$ cat src/rtl/mem_write_queue_pkg.sv
// Shared core types: ALU opcodes, register width and the store-queue entry.
// Store entries carry a full-width address; narrower buses zero-extend.
package mem_write_queue_pkg;

  localparam int REG_WIDTH = 32;
  localparam int ADDR_MAX  = 32;

  typedef enum logic [3:0] {
    ALU_ADD  = 4'd0,
    ALU_SUB  = 4'd1,
    ALU_AND  = 4'd2,
    ALU_OR   = 4'd3,
    ALU_XOR  = 4'd4,
    ALU_SLL  = 4'd5,
    ALU_SRL  = 4'd6,
    ALU_SRA  = 4'd7,
    ALU_SLT  = 4'd8,
    ALU_SLTU = 4'd9
  } alu_op_e;

  typedef struct packed {
    logic [REG_WIDTH-1:0] a;
    logic [REG_WIDTH-1:0] b;
    alu_op_e              op;
  } alu_req_t;

  typedef struct packed {
    logic [ADDR_MAX-1:0]  addr;
    logic [REG_WIDTH-1:0] data;
  } wr_entry_t;

  function automatic wr_entry_t mk_entry(
    input logic [ADDR_MAX-1:0]  addr,
    input logic [REG_WIDTH-1:0] data
  );
    wr_entry_t e;
    e.addr = addr;
    e.data = data;
    return e;
  endfunction

endpackage

$ cat src/rtl/mem_write_if.sv
// Memory write bus: head entry presented with a valid/ready handshake.
interface mem_write_if
  import mem_write_queue_pkg::*;
#(
  parameter int AW = 16
);

  logic                 valid;
  logic                 ready;
  logic [AW-1:0]        addr;
  logic [REG_WIDTH-1:0] data;

  modport master (
    output valid,
    output addr,
    output data,
    input  ready
  );

  modport slave (
    input  valid,
    input  addr,
    input  data,
    output ready
  );

endinterface

$ cat src/rtl/mem_write_fifo.sv
// Circular entry store with head/tail pointers and an occupancy count.
// Tail-data overwrite supports coalescing decided by the parent.
module mem_write_fifo
  import mem_write_queue_pkg::*;
#(
  parameter int AW    = 16,
  parameter int DEPTH = 4,
  localparam int PW   = $clog2(DEPTH),
  localparam int CW   = $clog2(DEPTH + 1)
) (
  input  logic                clk_i,
  input  logic                reset_i,
  input  logic                i_push,
  input  logic                i_ovwr,
  input  wr_entry_t           i_wr,
  output logic [CW-1:0]       o_count,
  output logic [ADDR_MAX-1:0] o_tail_addr,
  mem_write_if.master         bus
);

  wr_entry_t     r_mem [DEPTH];
  logic [PW-1:0] r_head;
  logic [PW-1:0] r_tail;
  logic [CW-1:0] r_count;

  logic [PW-1:0] w_last;
  logic          w_pop;
  wr_entry_t     w_head;

  assign w_last = r_tail - PW'(1);
  assign w_head = r_mem[r_head];
  assign w_pop  = bus.valid & bus.ready;

  always_ff @(posedge clk_i) begin
    if (reset_i) begin
      r_head  <= '0;
      r_tail  <= '0;
      r_count <= '0;
    end else begin
      if (i_push)
        r_tail <= r_tail + PW'(1);
      if (w_pop)
        r_head <= r_head + PW'(1);
      unique case ({i_push, w_pop})
        2'b10:   r_count <= r_count + CW'(1);
        2'b01:   r_count <= r_count - CW'(1);
        default: r_count <= r_count;
      endcase
    end
  end

  // Storage is not reset; the parent never pushes during reset.
  always_ff @(posedge clk_i) begin
    if (i_push)
      r_mem[r_tail] <= i_wr;
    else if (i_ovwr)
      r_mem[w_last].data <= i_wr.data;
  end

  assign o_count     = r_count;
  assign o_tail_addr = r_mem[w_last].addr;

  assign bus.valid = (r_count != '0);
  assign bus.addr  = w_head.addr[AW-1:0];
  assign bus.data  = w_head.data;

  if (AW < ADDR_MAX) begin : g_hi
    logic unused_hi;
    assign unused_hi = ^w_head.addr[ADDR_MAX-1:AW];
  end

endmodule

$ cat src/rtl/mem_write_queue.sv
// Store buffer between the ALU and memory: coalesces repeat stores to the
// tail entry and flags stores dropped while full.
module mem_write_queue
  import mem_write_queue_pkg::*;
#(
  parameter int mem_addr_width = 16,
  parameter int depth          = 4
) (
  input  logic                      clk_i,
  input  logic                      reset_i,
  input  logic                      w_valid_i,
  input  logic [mem_addr_width-1:0] w_addr_i,
  input  logic [REG_WIDTH-1:0]      w_write_i,
  output logic                      full_o,
  output logic                      idle_o,
  output logic                      overflow_o,
  output logic                      m_valid_o,
  input  logic                      m_ready_i,
  output logic [mem_addr_width-1:0] m_addr_o,
  output logic [REG_WIDTH-1:0]      m_data_o
);

  localparam int CW = $clog2(depth + 1);

  mem_write_if #(.AW(mem_addr_width)) u_bus ();

  logic [CW-1:0]       w_count;
  logic [ADDR_MAX-1:0] w_tail_addr;
  logic [ADDR_MAX-1:0] w_addr_ext;
  logic                w_store;
  logic                w_match;
  logic                w_full;
  logic                w_coal;
  logic                w_push;
  logic                w_drop;
  wr_entry_t           w_entry;
  logic                r_overflow;

  assign w_addr_ext = ADDR_MAX'(w_addr_i);
  assign w_entry    = mk_entry(w_addr_ext, w_write_i);
  assign w_store    = w_valid_i & ~reset_i;
  assign w_full     = (w_count == CW'(depth));

  // Head entry may be mid-handshake, so merging starts at two entries.
  assign w_match = (w_count >= CW'(2)) &&
                   (w_tail_addr == w_addr_ext);

  assign w_coal = w_store & w_match;
  assign w_push = w_store & ~w_match & ~w_full;
  assign w_drop = w_store & ~w_match & w_full;

  always_ff @(posedge clk_i) begin
    if (reset_i)
      r_overflow <= 1'b0;
    else if (w_drop)
      r_overflow <= 1'b1;
  end

  assign u_bus.ready = m_ready_i;

  mem_write_fifo #(
    .AW    (mem_addr_width),
    .DEPTH (depth)
  ) u_fifo (
    .clk_i       (clk_i),
    .reset_i     (reset_i),
    .i_push      (w_push),
    .i_ovwr      (w_coal),
    .i_wr        (w_entry),
    .o_count     (w_count),
    .o_tail_addr (w_tail_addr),
    .bus         (u_bus.master)
  );

  assign full_o     = w_full;
  assign idle_o     = (w_count == '0);
  assign overflow_o = r_overflow;
  assign m_valid_o  = u_bus.valid;
  assign m_addr_o   = u_bus.addr;
  assign m_data_o   = u_bus.data;

endmodule

$ cat config.mk
export PLATFORM = sky130hd
export DESIGN_NAME = mem_write_queue
export DESIGN_NICKNAME = d
export VERILOG_FILES = /design/src/rtl/mem_write_queue_pkg.sv /design/src/rtl/mem_write_if.sv /design/src/rtl/mem_write_fifo.sv /design/src/rtl/mem_write_queue.sv
export SDC_FILE = /design/constraint.sdc
export NUM_CORES = 1
export LEC_CHECK = 0
export ABC_AREA = 1
export BUFFER_PORTS_ARGS = -buffer_cell sky130_fd_sc_hd__buf_2
export CAP_MARGIN = 10
export CELL_PAD_IN_SITES_DETAIL_PLACEMENT = 1
export CELL_PAD_IN_SITES_GLOBAL_PLACEMENT = 1
export CORE_ASPECT_RATIO = 0.75
export CORE_MARGIN = 2
export CORE_UTILIZATION = 40
export DETAILED_ROUTE_END_ITERATION = 8
export GPL_ROUTABILITY_DRIVEN = 0
export PLACE_DENSITY = 0.68
export SETUP_SLACK_MARGIN = 0.5
export SLEW_MARGIN = 10
export SYNTH_ARGS = -nofsm -noshare
export SYNTH_HDL_FRONTEND = slang
export SYNTH_HIERARCHICAL = 1
export SYNTH_SLANG_ARGS = --single-unit
$ cat constraint.sdc
create_clock -name clk_i -period 6.3 [get_ports clk_i]
set_clock_uncertainty 0.2 [all_clocks]
set_input_delay 0.315 -clock clk_i [delete_from_list [all_inputs] [get_ports clk_i]]
set_output_delay 0.315 -clock clk_i [all_outputs]
set_load 0.01 [all_outputs]
==> flow_metrics.env, run 1 <==
export IMPL_status="complete, no violations"
export IMPL_tightest_slew_ns=1.197
export IMPL_antenna_found_initial=0
export IMPL_grt_pass1_vias=7905
export IMPL_crit_end="u_fifo/r_mem[2][25]$_DFFE_PP_"
export IMPL_track_usage_pct=19.43
export IMPL_rr_startpoint="u_fifo/r_tail[0]$_SDFFE_PP0P_"
export IMPL_cpMostUsedCell="nand2_1"
export IMPL_power_mw=4.623
export IMPL_avgSynthCellArea_um2=11.41
export IMPL_cp_num_cells=20
export IMPL_area_delta_synth_final_pct=23.08
export IMPL_initial_core_util_pct=40.64
export IMPL_ant_nets=0
export IMPL_viasPerCell=4.958
export IMPL_maxCapViolCount=0
export IMPL_die_area_um2=28720
export IMPL_path_class="reg -> reg"
export IMPL_finalSetupTns_ns=0
export IMPL_p_per_area_nw_per_um2=343.2
export IMPL_cts_htree_levels=1
export IMPL_yosys_cell_types_count=28
export IMPL_synth_cells=959
export IMPL_rows=52
export IMPL_cts_sinks=266
export IMPL_r2r_end="u_fifo/r_mem[2][25]$_DFFE_PP_"
export IMPL_cellLeakagePower_nw=5.177
export IMPL_drt_iter0_drc=445
export IMPL_drcViolationCount=0
export IMPL_synth_flop_cell="edfxtp_1"
export IMPL_maxSlewHeadroom_pct=19.99
export IMPL_grt_first_pass_wirelength_um=43880
export IMPL_fillers=2974
export IMPL_ioPinCount=104
export IMPL_arrival_ns=5.21
export IMPL_drive_above_1_share_pct=15.56
export IMPL_instances_no_fill=1540
export IMPL_vias=7635
export IMPL_end_kind="register"
export IMPL_synth_edf_count=256
export IMPL_core_um2=26940
export IMPL_post_place_ws_ns=1.088
export IMPL_irDropWorstVdd_mv=0.2309
export IMPL_drt_pass1_iterations=4
export IMPL_path_delay_family="buffers and inverters"
export IMPL_seq_area_frac_synth_pct=72.06
export IMPL_worst_slack_ns=1.133
export IMPL_cts_tree="built"
export IMPL_synthArstFlopShare_pct=0
export IMPL_crit_required_ns=6.34
export IMPL_crit_path_top_delay_cell="a21oi_4"
export IMPL_final_util_pct=50.01
export IMPL_r2r_worst_path_cells=20
export IMPL_synth_seq_cells=266
export IMPL_final_nets=1221
export IMPL_clk_pin_slew_ns=0.06
export IMPL_start_kind="register"
export IMPL_die_x_um=195.0
export IMPL_yosysWarnings=6
export IMPL_crit_buf_inv=6
export IMPL_port_buffer_count=103
export IMPL_cts_root_buf="clkbuf_16"
export IMPL_clockBufferDepth=3
export IMPL_drv_slew=0
export IMPL_setup_viol=0
export IMPL_min_period_ns=5.167
export IMPL_wire_per_inst_um=17.94
export IMPL_dpl_hpwl_um=16560
export IMPL_grt_max_degree=98
export IMPL_die_h_um=147.3
export IMPL_hold_violations=0
export IMPL_grt_setup_unrepaired="no"
export IMPL_rrSetupSlack_ns=1.13
export IMPL_worstSetupStartpoint="u_fifo/r_tail[0]$_SDFFE_PP0P_"
export IMPL_postCtsSetupBuffers=0
export IMPL_min_path_type="in -> reg"
export IMPL_numCtsBuffers=28
export IMPL_wl_um=27630
export IMPL_clock_latency_ns=0.53
export IMPL_place_inst=1438
export IMPL_crit_chain="inv_2 > nand2_2 > inv_2 > nand2_1 > nand3_1 > inv_1 > nand2_1 > nand2_1 > nor2_1 > nand2_1 > nor2_2 > nand3_2 > nand2_1 > nor2_1 > inv_1 > nand2_1 > inv_1 > nand2_1 > a21oi_4 > buf_4"
export IMPL_diodes=0
export IMPL_crit_path_max_fanout=32
export IMPL_slowest_delay_ns=0.76
export IMPL_synth_area_um2=10950
export IMPL_period_share_pct=82.02
export IMPL_overflow=0
export IMPL_max_clock_freq_mhz=193.5
==> kinds of logic after synthesis <==
logic type,synth area share (%)
buf+inv,3.921
fa+ha+maj,0.2972
compound gates,7.808
flops,72.06
simple gates,15.80
xor+xnor,0.08003
other cells,0.03426
==> where the power goes <==
part           total (mW)  switching (mW)  internal [mW]
Combinational       0.859           0.561          0.298
Clock                1.65           0.691          0.962
Sequential           2.11          0.0913           2.02
==> what timing repair did <==
item	CTS	global route
gates resized for setup	0	0
hold endpoints to repair	199	0
hold buffers	50	0
==> through the flow <==
step / hold slack (ns) / cell area (um2)
after detailed placement: 0.2563 / 12040
after floorplan: 0.1774 / 11180
after CTS: 0.09499 / 13470
after global placement: 0.2515 / 12040
final: 0.09462 / 13470
after global routing: 0.1168 / 13470
==> Yosys cell counts, types with 3 or more instances <==
cell | n | area (um2)
buf_2 | 25 | 125.1
nor2_1 | 131 | 491.7
nand2_1 | 257 | 964.7
nand3_2 | 3 | 30.03
nand3_1 | 34 | 170.2
a21oi_1 | 7 | 35.03
o21ai_1 | 7 | 35.03
inv_2 | 5 | 18.77
clkbuf_1 | 13 | 48.80
o22ai_1 | 48 | 300.3
buf_4 | 8 | 60.06
edfxtp_1 | 256 | 7687
dfxtp_1 | 10 | 200.2
o21ai_0 | 95 | 475.5
inv_1 | 44 | 165.2
==> placed cells by master (no fill, tap or decap), types with 3 or more instances in the layout <==
cell type / n
nand2_1: 257
edfxtp_1: 256
nor2_1: 126
buf_2: 103
o21ai_0: 95
conb_1: 64
dlygate4sd3_1: 50
o22ai_1: 48
inv_1: 44
nand3_1: 34
clkbuf_16: 29
buf_4: 9
dfxtp_1: 8
o21ai_1: 7
clkinv_2: 6
inv_2: 5
nor2_4: 5
a21oi_1: 4
nand3_2: 3
clkbuf_8: 3
clkinv_1: 3
clkinvlp_4: 3
a21oi_4: 3
==> sequential cells by signal (all words and copies together), names as in the netlist, named ones only <==
| register | cells |
|---|---|
| overflow_o | 1 |
| u_fifo/r_mem | 256 |
| u_fifo/r_head | 2 |
| u_fifo/r_tail | 2 |
| u_fifo/o_count | 3 |
==> worst min-delay path by stage <==
stage          slack (ns)                    start                       to  depth (start not counted)
2_1_floorplan        0.18                  reset_i  overflow_o$_SDFFE_PP0P_                          1
3_3_place_gp         0.25  overflow_o$_SDFFE_PP0P_  overflow_o$_SDFFE_PP0P_                          2
3_5_place_dp         0.26  overflow_o$_SDFFE_PP0P_  overflow_o$_SDFFE_PP0P_                          2
4_1_cts              0.09                w_valid_i  overflow_o$_SDFFE_PP0P_                          5
5_1_grt              0.12                w_valid_i  overflow_o$_SDFFE_PP0P_                          5
6_report             0.09                w_valid_i  overflow_o$_SDFFE_PP0P_                          5
==> routing by layer <==
metal	vias up	track usage, %	share of wire, %
li1	3682	-	-
met1	3758	28.99	49
met2	164	30.55	45
met3	31	2.709	4.6
met4	0	3.931	1.6
met5	-	0	0
==> worst register-to-register path, delay by kind of cell, from the launching register on <==
family / cells / cell delay (ns)
AOI/OAI and AO/OA: 1 / 0.76
buffers and inverters: 6 / 1.86
DFF: 1 / 0.38
and+or+nand+nor: 13 / 1.68
==> final cells by class <==
type / instances / area, um2 / area share, %
Sequential cell: 266 / 7893 / 58.59
Inverter: 49 / 183.9 / 1.365
Multi-Input combinational cell: 660 / 2937 / 21.80
Clock buffer: 34 / 774.5 / 5.749
Timing Repair Buffer: 162 / 1084 / 8.043
Clock inverter: 18 / 161.4 / 1.198
Tap cell: 351 / 439.2 / 3.260
Note: power is estimated with default switching activity, not from simulation.
==> inputs of run 2 (changes only) <==
- ABC_AREA: 1 -> 0
- PLACE_DENSITY: 0.68 -> 0.65
- clock period: 6.3 -> 4.7 ns (I/O delays scaled with it)
==> run 2 against run 1 <==
  * Final cell count shrank 31%
  * Via count is 33% lower
  * Largest power group unchanged
  * Critical path depth decreased by 7
  * Highest routed layer unchanged
  * Synthesized cell count fell by 53%
==> flow_metrics.env, run 2 <==
export IMPL_status="complete, no violations"
export IMPL_crit_required_ns=4.97
export IMPL_drt_iter0_drc=255
export IMPL_grt_first_pass_wirelength_um=32440
export IMPL_clockBufferDepth=3
export IMPL_cellLeakagePower_nw=4.379
export IMPL_largest_register_ffs=256
export IMPL_synth_most_common_cell="edfxtp_1"
export IMPL_drv_slew=0
export IMPL_viasPerCell=4.876
export IMPL_area_delta_synth_final_pct=25.79
export IMPL_synthTopCellsByArea="edfxtp_1 (74%), mux4_2 (17%), dfxtp_1 (1.9%)"
export IMPL_drcViolationCount=0
export IMPL_stdcell_area_um2=13100
export IMPL_ioPinCount=104
export IMPL_crit_path_top_delay_cell="mux4_2"
export IMPL_min_path_type="in -> reg"
export IMPL_irDropWorstVdd_mv=0.2710
export IMPL_netlist_top_cell_by_area="edfxtp_1"
export IMPL_min_from="w_write_i[24]"
export IMPL_yosysWarnings=6
export IMPL_overflow=0
export IMPL_synthAdderAreaFrac_pct=0.3125
export IMPL_port_buffer_count=103
export IMPL_numCtsBuffers=27
export IMPL_path_class="reg -> reg"
export IMPL_tightest_slew_ns=0.9908
export IMPL_final_nets=746
export IMPL_min_to="u_fifo/r_mem[1][24]$_DFFE_PP_"
export IMPL_synthSimpleGateAreaFrac_pct=2.380
export IMPL_min_path_cells=2
export IMPL_slowest_delay_ns=0.55
export IMPL_die_area_um2=27350
export IMPL_min_period_ns=3.930
export IMPL_end_kind="register"
export IMPL_synth_seq_cells=266
export IMPL_fillers=2405
export IMPL_rrSetupSlack_ns=0.77
export IMPL_synth_top_family_by_area="multiplexers"
export IMPL_p_per_area_nw_per_um2=450.6
export IMPL_core_um2=25780
export IMPL_start_kind="register"
export IMPL_max_clock_freq_mhz=254.4
export IMPL_grt_max_degree=49
export IMPL_synth_cells=446
export IMPL_synth_flop_cell="edfxtp_1"
export IMPL_drt_pass1_iterations=6
export IMPL_setup_viol=0
export IMPL_yosys_cell_types_count=36
export IMPL_synthArstFlopShare_pct=0
export IMPL_die_h_um=143.7
export IMPL_clock_latency_ns=0.54
export IMPL_seq_area_frac_synth_pct=75.77
export IMPL_arrival_ns=4.20
export IMPL_multi_input_area_um2=2639
export IMPL_synth_area_um2=10410
export IMPL_cts_sinks=266
export IMPL_wire_per_inst_um=19.75
export IMPL_clk_pin_slew_ns=0.06
export IMPL_drive_above_1_share_pct=36.38
export IMPL_rows=51
export IMPL_cts_htree_levels=1
export IMPL_placed_cell_area_um2=11690
export IMPL_synthMuxAreaShare_pct=17.31
export IMPL_track_usage_pct=15.55
export IMPL_regArea_um2=7900
export IMPL_ant_nets=0
export IMPL_synth_edf_count=256
export IMPL_period_share_pct=83.62
export IMPL_cts_root_buf="clkbuf_16"
export IMPL_die_x_um=190.3
export IMPL_final_common_cell="edfxtp_1"
export IMPL_rr_startpoint="u_fifo/r_tail[0]$_SDFFE_PP0P_"
export IMPL_maxSlewHeadroom_pct=33.95
export IMPL_avgSynthCellArea_um2=23.34
export IMPL_synth_compound_area_share_pct=0.7572
export IMPL_maxCapViolCount=0
export IMPL_top_register="u_fifo/r_mem"
export IMPL_wl_um=20850
export IMPL_synth_top_area_share_pct=73.85
export IMPL_r2r_end="u_fifo/o_count[2]$_SDFFE_PP0P_"
export IMPL_r2r_worst_path_cells=13
export IMPL_grt_setup_unrepaired="no"
export IMPL_crit_path_max_fanout=19
export IMPL_finalSetupTns_ns=0
export IMPL_power_mw=5.900
export IMPL_antenna_found_initial=0
export IMPL_initial_core_util_pct=40.38
export IMPL_crit_chain="buf_12 > mux4_2 > nor4_4 > nand4_1 > nor4_4 > a21oi_1 > inv_1 > ha_1 > inv_1 > fa_1 > xor2_1 > or3_1 > a21oi_1"
export IMPL_path_delay_family="simple AND/OR/NAND/NOR gates"
export IMPL_crit_buf_inv=3
export IMPL_holdWs_ns=0.2529
export IMPL_synth_xor_area_share_pct=1.851
export IMPL_cts_tree="built"
export IMPL_dpl_hpwl_um=12860
export IMPL_grt_pass1_vias=5743
export IMPL_diodes=0
export IMPL_netlist_top_cells_count="edfxtp_1 (256), mux4_2 (80), xnor2_1 (16)"
export IMPL_hold_violations=0
export IMPL_mostFrequentLayoutCells="edfxtp_1 (256), buf_2 (103), mux4_2 (80)"
export IMPL_vias=5149
==> run 2: how the worst max path moves through the flow <==
| stage | startpoint | to | slack [ns] | cells after the start |
|---|---|---|---|---|
| 6_report | u_fifo/r_tail[0]$_SDFFE_PP0P_ | u_fifo/o_count[2]$_SDFFE_PP0P_ | 0.77 | 13 |
| 5_1_grt | u_fifo/r_tail[0]$_SDFFE_PP0P_ | u_fifo/o_count[2]$_SDFFE_PP0P_ | 0.49 | 13 |
| 4_1_cts | u_fifo/r_tail[0]$_SDFFE_PP0P_ | u_fifo/o_count[2]$_SDFFE_PP0P_ | 0.51 | 13 |
| 3_5_place_dp | u_fifo/r_tail[0]$_SDFFE_PP0P_ | u_fifo/o_count[2]$_SDFFE_PP0P_ | 0.41 | 13 |
| 3_3_place_gp | u_fifo/r_tail[0]$_SDFFE_PP0P_ | u_fifo/o_count[2]$_SDFFE_PP0P_ | 0.55 | 13 |
| 2_1_floorplan | u_fifo/r_tail[0]$_SDFFE_PP0P_ | u_fifo/r_mem[0][32]$_DFFE_PP_ | -0.04 | 8 |
==> run 2: layout make-up <==
type | count | share of cell area, %
clock inverters | 19 | 1.319
clock buffers | 30 | 5.246
well taps | 344 | 3.287
flip-flops and latches | 266 | 60.33
repair buffers | 173 | 9.497
multi-input cells | 218 | 20.15
inverters | 6 | 0.1720
==> run 2: per-layer routing <==
layer  up-vias  wire length, um  share of wire [%]  GRT usage [%]
met4         0              311                1.5          3.509
met3        29              876                4.2          2.637
met5         -                0                  0              0
li1       2329                -                  -              -
met1      2691             8987                 43          21.03
met2       100            10680                 51          26.62
==> run 2: cell families (layout without fill, tap and decap cells) <==
group / Yosys count / count (layout)
AO/OA/AOI/OAI: 12 / 12
XOR/XNOR: 22 / 22
adder cells (fa/ha/maj): 2 / 2
buffers and inverters: 25 / 228
flip-flops: 266 / 266
multiplexers: 80 / 80
other: 1 / 64
AND/OR/NAND/NOR: 38 / 38
==> run 2: metrics by stage <==
step,utilization [%],cells,setup slack [ns]
6_report,50.80,1056,0.7699
5_1_grt,50.80,1056,0.4945
4_1_cts,50.67,1054,0.5135
3_5_place_dp,45.34,954,0.4131
3_3_place_gp,45.34,954,0.5534
2_1_floorplan,-,509,-0.04133
==> run 2: timing repair <==
item,CTS,global route
setup endpoints to repair,18,33
hold buffers,51,0
setup buffers,0,2
resized for setup,2,3
hold endpoints to repair,202,0
==> run 2: report_power, final <==
group / switching, mW / internal, mW / total, mW
combinational: 0.431 / 0.523 / 0.953
clock: 0.855 / 1.21 / 2.07
sequential: 0.167 / 2.71 / 2.88
total: 1.45 / 4.45 / 5.90
==> inputs of run 3 (changes only) <==
- clock period: 4.7 -> 3.56 ns (I/O delays scaled with it)
==> run 3 against run 2 <==
  * The flow now finishes with violations (setup timing)
  * Utilization grew 5.4 points
  * Hold slack got worse by 0.053 ns
  * Clock power rose by 31%
  * Worst setup slack worse by 0.85 ns
  * Sequential cell count unchanged
  * Largest cell class unchanged
  * Final cell count rose by 6.7%
==> flow_metrics.env, run 3 (synthesis results as in run 2) <==
export IMPL_status="finished, violations left"
export IMPL_violations="setup timing"
export IMPL_vias=5708
export IMPL_diodes=0
export IMPL_numCtsBuffers=28
export IMPL_area_delta_synth_final_pct=39.12
export IMPL_grt_first_pass_wirelength_um=38640
export IMPL_final_nets=817
export IMPL_min_path_cells=2
export IMPL_track_usage_pct=19.09
export IMPL_largest_register_ffs=256
export IMPL_min_path_type="in -> reg"
export IMPL_clock_latency_ns=0.54
export IMPL_grt_max_degree=38
export IMPL_viasPerCell=5.065
export IMPL_mostFrequentLayoutCells="edfxtp_1 (256), buf_2 (103), mux4_2 (80)"
export IMPL_hold_violations=0
export IMPL_p_per_area_nw_per_um2=558.8
export IMPL_drv_slew=0
export IMPL_grt_setup_unrepaired="yes"
export IMPL_drt_pass1_iterations=4
export IMPL_final_common_cell="edfxtp_1"
export IMPL_grt_pass1_vias=6303
export IMPL_rows=51
export IMPL_r2r_end="u_fifo/o_count[2]$_SDFFE_PP0P_"
export IMPL_period_share_pct=102.1
export IMPL_cts_htree_levels=1
export IMPL_setup_viol=34
export IMPL_rr_startpoint="u_fifo/r_tail[0]$_SDFFE_PP0P_"
export IMPL_place_inst=963
export IMPL_min_to="u_fifo/r_mem[0][21]$_DFFE_PP_"
export IMPL_start_kind="register"
export IMPL_cts_sinks=266
export IMPL_wire_per_inst_um=23.61
export IMPL_drcViolationCount=0
export IMPL_die_h_um=143.7
export IMPL_drt_iter0_drc=297
export IMPL_ant_nets=0
export IMPL_maxSlewHeadroom_pct=38.28
export IMPL_drive_above_1_share_pct=43.81
export IMPL_min_period_ns=3.636
export IMPL_cts_root_buf="clkbuf_16"
export IMPL_rrSetupSlack_ns=-0.08
export IMPL_end_kind="register"
export IMPL_wl_um=26610
export IMPL_dpl_hpwl_um=13750
export IMPL_worstSetupStartpoint="u_fifo/r_tail[0]$_SDFFE_PP0P_"
export IMPL_crit_required_ns=3.83
export IMPL_max_clock_freq_mhz=275.1
export IMPL_r2r_worst_path_cells=13
export IMPL_holdWs_ns=0.1997
export IMPL_arrival_ns=3.91
export IMPL_ioPinCount=104
export IMPL_cellLeakagePower_nw=4.969
export IMPL_power_mw=8.093
export IMPL_path_class="reg -> reg"
export IMPL_instances_no_fill=1127
export IMPL_clk_pin_slew_ns=0.06
export IMPL_maxCapViolCount=0
export IMPL_min_from="w_write_i[21]"
export IMPL_die_area_um2=27350
export IMPL_initial_core_util_pct=40.38
export IMPL_clockBufferDepth=3
export IMPL_overflow=0
export IMPL_worst_slack_ns=-0.07562
export IMPL_cts_tree="built"
export IMPL_antenna_found_initial=0
export IMPL_die_x_um=190.3
export IMPL_finalSetupTns_ns=-0.5160
export IMPL_port_buffer_count=103
export IMPL_crit_path_max_fanout=7
export IMPL_core_um2=25780
export IMPL_top_register="u_fifo/r_mem"
export IMPL_irDropWorstVdd_mv=0.2947
export IMPL_tightest_slew_ns=0.9259
==> run 3: power by group <==
group	internal, mW	switching (mW)	total [mW]	leakage (nW)
Combinational	0.869	0.716	1.59	2.15
Sequential	3.58	0.204	3.78	2.41
Clock	1.57	1.15	2.72	0.409
Total	6.02	2.07	8.09	4.97
==> run 3: area by class of cell <==
class | count | area [um2]
fillers | 2299 | 11300
flip-flops and latches | 266 | 7898
multi-input cells | 218 | 2809
repair buffers | 243 | 2480
clock buffers | 40 | 777.0
well taps | 344 | 430.4
clock inverters | 10 | 66.31
inverters | 6 | 22.52
==> run 3: metal layers <==
metal	track usage, %	share of wire [%]	vias to the layer above
li1	-	-	2481
met1	25.43	42	3033
met2	32.63	51	149
met3	2.955	4.2	45
met4	5.834	2.4	0
met5	0	0	-
==> run 3: what timing repair did <==
action	in CTS	in global routing
gates resized for setup	53	15
hold endpoints to repair	202	0
gates cloned	16	6
hold buffers	51	0
pin swaps	6	5
setup endpoints to repair	258	261
setup buffers	33	8
==> run 3: per-stage QoR <==
stage	setup slack (ns)	utilization (%)	area [um2]
floorplan	0.1488	-	10750
global placement	0.1162	46.02	11860
detailed placement	0.03085	46.02	11860
CTS	0.08684	54.97	14170
global route	-0.2048	56.18	14480
finish	-0.07562	56.18	14480
==> run 3: how the worst max path moves through the flow <==
stage | slack, ns | cells past startpoint | to
final | -0.08 | 13 | u_fifo/o_count[2]$_SDFFE_PP0P_
after global routing | -0.20 | 14 | u_fifo/o_count[2]$_SDFFE_PP0P_
after CTS | 0.09 | 13 | u_fifo/r_mem[0][21]$_DFFE_PP_
after detailed placement | 0.03 | 13 | u_fifo/o_count[2]$_SDFFE_PP0P_
after global placement | 0.12 | 13 | u_fifo/o_count[2]$_SDFFE_PP0P_
after floorplan | 0.15 | 14 | u_fifo/o_count[2]$_SDFFE_PP0P_
==> run 3: worst max-delay path, cell delays in order (launching register included) <==
cell and delay [ns]:
dfxtp_4 0.42, buf_12 0.15, mux4_2 0.52, xnor2_1 0.30, nand4_1 0.22, nor4_4 0.35
a21oi_2 0.13, inv_2 0.11, ha_4 0.14, inv_2 0.04, fa_2 0.33, xor2_1 0.16
or3_1 0.35, a21oi_2 0.13
